--- config.mk ---
export PLATFORM = sky130hd
export DESIGN_NAME = alu_sequencer
export DESIGN_NICKNAME = d
export VERILOG_FILES = /design/src/rtl/alu_sequencer.sv
export SDC_FILE = /design/constraint.sdc
export NUM_CORES = 1
export LEC_CHECK = 0
export ABC_AREA = 1
export CAP_MARGIN = 20
export CORE_AREA = 2 2 86 129
export CTS_CLUSTER_DIAMETER = 150
export DETAILED_ROUTE_END_ITERATION = 8
export DIE_AREA = 0 0 88 131
export DONT_BUFFER_PORTS = 1
export GPL_TIMING_DRIVEN = 0
export MAX_ROUTING_LAYER = met4
export PLACE_DENSITY = 0.74
export SLEW_MARGIN = 20
export SYNTH_ARGS = -nofsm -noshare
export SYNTH_HDL_FRONTEND = slang
export SYNTH_SLANG_ARGS = --single-unit
--- constraint.sdc ---
create_clock -name clk -period 1.72 [get_ports clk]
set_input_delay 0 -clock clk [delete_from_list [all_inputs] [get_ports clk]]
set_output_delay 0 -clock clk [all_outputs]
set_load 0.005 [all_outputs]
--- src/rtl/alu_sequencer.sv ---
// RV32I integer ALU issue/decode stage driving a 3-bit-opcode ALU32.
// Multi-bit shifts are sequenced as repeated single-bit ALU shifts.
module alu_sequencer (
    input  logic        clk,
    input  logic        rst_n,
    input  logic        in_valid,
    output logic        in_ready,
    input  logic [31:0] instr,
    input  logic [31:0] rs1_val,
    input  logic [31:0] rs2_val,
    output logic [31:0] alu_in0,
    output logic [31:0] alu_in1,
    output logic [2:0]  alu_op,
    input  logic [30:0] alu_out,
    input  logic        alu_of,
    output logic        out_valid,
    input  logic        out_ready,
    output logic [31:0] result,
    output logic [4:0]  rd,
    output logic        illegal
);

    typedef enum logic [1:0] {IDLE, EXEC, SHIFT, DONE} state_t;

    localparam logic [6:0] OPC_R = 7'b0110011;
    localparam logic [6:0] OPC_I = 7'b0010011;
    localparam logic [6:0] F7_ZERO = 7'b0000000;
    localparam logic [6:0] F7_ALT  = 7'b0100000;

    state_t      state, state_nxt;
    logic [31:0] work;
    logic [31:0] b_reg;
    logic [2:0]  op_reg;
    logic [4:0]  cnt;

    logic [6:0]  opc;
    logic [2:0]  f3;
    logic [6:0]  f7;
    logic        is_r, is_i;
    logic        dec_legal, dec_shift;
    logic [2:0]  dec_op;
    logic [31:0] dec_b;
    logic [4:0]  dec_n;
    logic        accept;
    logic        lt;
    logic [31:0] assembled;
    logic        unused_bits;

    assign opc         = instr[6:0];
    assign f3          = instr[14:12];
    assign f7          = instr[31:25];
    assign is_r        = (opc == OPC_R);
    assign is_i        = (opc == OPC_I);
    assign unused_bits = ^instr[19:15];

    assign in_ready  = (state == IDLE);
    assign out_valid = (state == DONE);
    assign accept    = in_valid && in_ready;

    always_comb begin
        dec_legal = 1'b0;
        dec_shift = 1'b0;
        dec_op    = 3'd0;
        dec_b     = is_r ? rs2_val : {{20{instr[31]}}, instr[31:20]};
        dec_n     = is_r ? rs2_val[4:0] : instr[24:20];
        if (is_r || is_i) begin
            case (f3)
                3'b000: begin
                    if (is_i || f7 == F7_ZERO) begin
                        dec_legal = 1'b1;
                        dec_op    = 3'd2;
                    end else if (f7 == F7_ALT) begin
                        dec_legal = 1'b1;
                        dec_op    = 3'd3;
                    end
                end
                3'b111: begin
                    dec_legal = is_i || (f7 == F7_ZERO);
                    dec_op    = 3'd0;
                end
                3'b110: begin
                    dec_legal = is_i || (f7 == F7_ZERO);
                    dec_op    = 3'd1;
                end
                3'b010: begin
                    dec_legal = is_i || (f7 == F7_ZERO);
                    dec_op    = 3'd4;
                end
                // shift immediates carry funct7 in the immediate field, so both forms check it
                3'b001: begin
                    dec_legal = (f7 == F7_ZERO);
                    dec_shift = 1'b1;
                    dec_op    = 3'd7;
                end
                3'b101: begin
                    dec_legal = (f7 == F7_ZERO);
                    dec_shift = 1'b1;
                    dec_op    = 3'd6;
                end
                default: dec_legal = 1'b0;
            endcase
        end
    end

    always_comb begin
        alu_in0 = '0;
        alu_in1 = '0;
        alu_op  = 3'd0;
        case (state)
            EXEC: begin
                alu_in0 = work;
                alu_in1 = b_reg;
                alu_op  = op_reg;
            end
            SHIFT: begin
                alu_in0 = work;
                alu_op  = op_reg;
            end
            default: ;
        endcase
    end

    // the ALU only returns bits [30:0]; bit 31 is rebuilt here per opcode
    assign lt = (work[31] ^ b_reg[31]) ? work[31] : alu_of;

    always_comb begin
        case (op_reg)
            3'd0:    assembled = {work[31] & b_reg[31], alu_out};
            3'd1:    assembled = {work[31] | b_reg[31], alu_out};
            3'd2,
            3'd3:    assembled = {alu_of, alu_out};
            3'd4:    assembled = {31'b0, lt};
            3'd7:    assembled = {work[30], alu_out};
            default: assembled = {1'b0, alu_out};
        endcase
    end

    always_comb begin
        state_nxt = state;
        case (state)
            IDLE: begin
                if (accept) begin
                    if (!dec_legal)
                        state_nxt = DONE;
                    else if (dec_shift && dec_n != 5'd0)
                        state_nxt = SHIFT;
                    else
                        state_nxt = EXEC;
                end
            end
            EXEC:  state_nxt = DONE;
            SHIFT: if (cnt == 5'd1) state_nxt = DONE;
            DONE:  if (out_ready) state_nxt = IDLE;
            default: state_nxt = IDLE;
        endcase
    end

    always_ff @(posedge clk or negedge rst_n) begin
        if (!rst_n) begin
            state   <= IDLE;
            work    <= '0;
            b_reg   <= '0;
            op_reg  <= 3'd0;
            cnt     <= 5'd0;
            result  <= '0;
            rd      <= 5'd0;
            illegal <= 1'b0;
        end else begin
            state <= state_nxt;
            case (state)
                IDLE: begin
                    if (accept) begin
                        rd      <= instr[11:7];
                        illegal <= !dec_legal;
                        result  <= '0;
                        work    <= rs1_val;
                        // zero-length shift becomes an OR with zero to pass rs1 through
                        b_reg   <= dec_shift ? '0 : dec_b;
                        op_reg  <= (dec_shift && dec_n == 5'd0) ? 3'd1 : dec_op;
                        cnt     <= dec_shift ? dec_n : 5'd0;
                    end
                end
                EXEC: result <= assembled;
                SHIFT: begin
                    work <= assembled;
                    cnt  <= cnt - 5'd1;
                    if (cnt == 5'd1)
                        result <= assembled;
                end
                default: ;
            endcase
        end
    end

endmodule

==> reports/qor.txt <==
STA
----------------------------------------------------------------------------------------
Hold Violations, Final                                                               112
FMAX                                                                             588 MHz
Max-slew headroom                                                                  66.6%
Slew at the pin with the worst max-slew slack                                     501 ps
Final critical-path required period                                              1700 ps
Portion of the clock cycle consumed by the worst path in the final layout          98.8%
Unrepaired setup endpoints after global routing                                     true
Count of final setup violators                                                         0
Worst Skew                                                                       12.4 ps
Final hold slack                                                                 -669 ps
Pins over their slew limit                                                             0

YOSYS
----------------------------------------------------------------------------------------
Proportion of synthesized chip area in sequential cells                            47.1%
Cell area after synthesis                                                     5940 sq um
Synthesized Nets                                                                     936
Number of distinct standard cells referenced by the synthesized netlist               33
Cell count after synthesis                                                           796
Synthesis-stage register bit count                                                   112
Syn avg cell area                                                             7.47 sq um
Syn. warnings                                                                          0

POWER
----------------------------------------------------------------------------------------
Sequential power share                                                             34.5%
Areal power density over the cells                                          1690 nW/um^2
Final Power                                                                     13200 uW
Clock power share                                                                  15.4%
Comb power frac                                                                    50.0%
Internal Power                                                                   7390 uW
Static leakage                                                                0.00432 uW
Switching part of the total                                                        43.9%
Net switching power                                                              5790 uW
Worst vdd rail ir drop                                                          0.850 mV

CLOCK NETWORK
----------------------------------------------------------------------------------------
Clock-pin slew on the worst setup and hold paths                                   80 ps
CTS root buffer                                                             sky130_fd_sc_hd__clkbuf_16
Clock tree sinks                                                                     112
H-tree depth                                                                           3
Clk buf depth                                                                          2
Skew-Pair Late Insertion Delay                                                    360 ps
Number of buffers created by CTS                                                       9
Clock tree from TritonCTS                                                            yes

OUTCOME
----------------------------------------------------------------------------------------
Outcome                                                                     finished, violations left
Failing checks                                                               hold timing

CRITICAL PATH
----------------------------------------------------------------------------------------
Cell with the largest stage delay on the worst path                         sky130_fd_sc_hd__dfrtp_1
Required @ worst endpoint                                                        2020 ps
Series of cell instances along the critical path                            inv_2 > ha_2 > inv_2 > o21ai_4 > inv_4 > buf_6 > a21oi_1 > o21ai_1 > nand2_1
Worst EP arrival                                                                 2000 ps
Worst path top cell family by delay                                         compound AO/OA/AOI/OAI gates
Max incr delay on CP                                                              390 ps
Crit Path Max Fanout                                                                  10
Critical path's most frequent cell                                          sky130_fd_sc_hd__inv_2
Critical Path Sink Type                                                             flop
Category of the most critical setup path                                         reg2reg
Number of buffers and inverters on the critical path                                   4
Kind of start point of the critical path                                            flop

ROUTING
----------------------------------------------------------------------------------------
Remaining antenna violation count                                                      0
DRC violation count after routing                                                      0
Routed wirelength normalized by instance count                              17.5 microns
Average vias per placed instance                                                    5.63
Final WL                                                                         18.7 mm
Drt first-iter violations                                                            372
Number of vias in the routed layout                                                 6018
Detailed-routing iteration count for the pre-antenna-repair pass                       7

CELLS AND AREA
----------------------------------------------------------------------------------------
Layout cell share with drive strength beyond 1                                     10.2%
Layout filler cell count                                                             726
Number of nets in the finished design                                               1060
Most common library cell in the layout ignoring fill and taps               sky130_fd_sc_hd__nand2_1
# diodes                                                                               0
Commonest cells after routing, fill and taps aside                          229 x sky130_fd_sc_hd__nand2_1, 134 x sky130_fd_sc_hd__inv_1, 112 x sky130_fd_sc_hd__dfrtp_1
Growth of design area from synthesis to finish                                     31.3%
Core Util, Final                                                                   74.9%
Post-layout instance count excluding filler cells                                   1069

RUN
----------------------------------------------------------------------------------------
Count of max-cap constraint violations                                                 0

GLOBAL ROUTE
----------------------------------------------------------------------------------------
Pin count of the biggest net entering global routing                                 113
Number of antenna violations at the first check in global routing                      0
First-pass GRT wire length                                                       28.6 mm
Global-route congestion overflow total                                                 0
Vias in the first global route                                                      6106
GRT Resource Usage Total                                                           32.6%

FLOORPLANNING
----------------------------------------------------------------------------------------
Number of I/O pins                                                                   239
Die Height                                                                   131 microns
Area enclosed by the die boundary                                            11500 sq um
Die Width                                                                     88 microns
Placeable core region                                                        10400 sq um
Starting utilization of the core area                                              57.1%
Row count                                                                             46

PLACEMENT
----------------------------------------------------------------------------------------
HPWL Detailed                                                                    12.1 mm
Number of placed instances with taps included                                        940
Placer congestion estimate                                                         0.913
Number of input and output port buffers inserted                                       0

MIN PATH
----------------------------------------------------------------------------------------
Class of the worst hold path                                                    in2async

power by group through the flow:
stage	registers, uW	clock network, uW	logic (uW)
floorplan	4360	0	3990
global placement	4510	0	5040
detailed placement	4560	0	5250
CTS	4510	2040	5930
global route	4660	2140	7320
finish	4550	2030	6600
cells by family after synthesis:
| family | count (synthesis) | share of synthesized area, % |
|---|---|---|
| simple gates | 296 | 20.3 |
| compound gates | 192 | 18.3 |
| buf+inv | 187 | 12.4 |
| flops | 112 | 47.1 |
| fa+ha+maj | 8 | 1.68 |
| xor+xnor | 1 | 0.147 |
cells in the mapped netlist (all sizes together):
library cell / count / share of area (%)
o22ai: 31 / 3.3
a21oi: 63 / 5.3
and2: 1 / 0.11
nand3b: 2 / 0.25
o2111ai: 2 / 0.29
o31ai: 1 / 0.13
a31oi: 3 / 0.32
xnor2: 1 / 0.15
nand2: 238 / 15
nand3: 36 / 3.0
dfrtp: 112 / 47
a21boi: 1 / 0.13
buf: 24 / 2.1
ha: 8 / 1.7
o21bai: 2 / 0.25
nor2: 18 / 1.5
clkinv: 1 / 0.063
a22oi: 2 / 0.25
nor3: 1 / 0.084
inv: 140 / 8.8
o21a: 1 / 0.13
o21ai: 66 / 5.7
a21o: 20 / 2.5
clkbuf: 22 / 1.4
worst register-to-register path: stages, from the launching register on:
cell and delay, ps:
sky130_fd_sc_hd__dfrtp_1 390, sky130_fd_sc_hd__inv_2 100, sky130_fd_sc_hd__ha_2 210, sky130_fd_sc_hd__inv_2 100
sky130_fd_sc_hd__o21ai_4 200, sky130_fd_sc_hd__inv_4 100, sky130_fd_sc_hd__buf_6 170, sky130_fd_sc_hd__a21oi_1 210
sky130_fd_sc_hd__o21ai_1 100, sky130_fd_sc_hd__nand2_1 70
per-stage QoR:
stage | hold WS (ps) | TNS, ps | setup slack [ps] | cell area (sq um)
6_report | -669 | 0 | 19.8 | 7800
4_1_cts | -671 | -22.0 | -11.4 | 7630
5_1_grt | -678 | -818 | -79.7 | 7800
3_5_place_dp | -293 | -30710 | -444 | 6120
3_3_place_gp | -293 | -25350 | -406 | 6120
2_1_floorplan | -296 | 0 | 58.9 | 5940
what timing repair did:
item	CTS	global route
gates resized for setup	46	46
endpoints found under the setup margin	163	102
endpoints found under the hold margin	216	113
pin swaps	1	0
hold buffers	109	1
setup buffers	2	1
area by class of cell:
type | count | area, sq um | share of cell area [%]
tap | 144 | 180 | 2.31
inverter | 141 | 534 | 6.85
clock inverter | 5 | 38.8 | 0.497
multi-input combinational | 497 | 2570 | 32.9
timing repair buffer | 113 | 1120 | 14.4
buffer | 46 | 314 | 4.02
clock buffer | 11 | 243 | 3.11
sequential | 112 | 2800 | 35.9
path summary, 6_finish.rpt:
kind | start | end | slack, ps | cells past startpoint
min in group clk | instr[12] | op_reg[1]$_DFFE_PN0P_ | 0 | 4
max in group asynchronous | rst_n | b_reg[29]$_DFFE_PN0P_ | 2250 | 0
worst max-delay path | state[0]$_DFFE_PN0P_ | work[14]$_DFFE_PN0P_ | 20 | 9
worst min-delay path | rst_n | result[29]$_DFFE_PN0P_ | -670 | 0
worst max register to register | state[0]$_DFFE_PN0P_ | work[14]$_DFFE_PN0P_ | 20 | 9
worst min register to register | b_reg[15]$_DFFE_PN0P_ | b_reg[15]$_DFFE_PN0P_ | 480 | 1
per-layer routing:
layer / up-vias / global-route usage (%) / part of all wire, %
li1: 2757 / - / -
met1: 2898 / 35.4 / 36
met4: 0 / 13.6 / 3.3
met5: - / - / 0
met2: 307 / 58.2 / 53
met3: 56 / 5.59 / 7.1
Note: power is estimated with default switching activity, not from simulation.
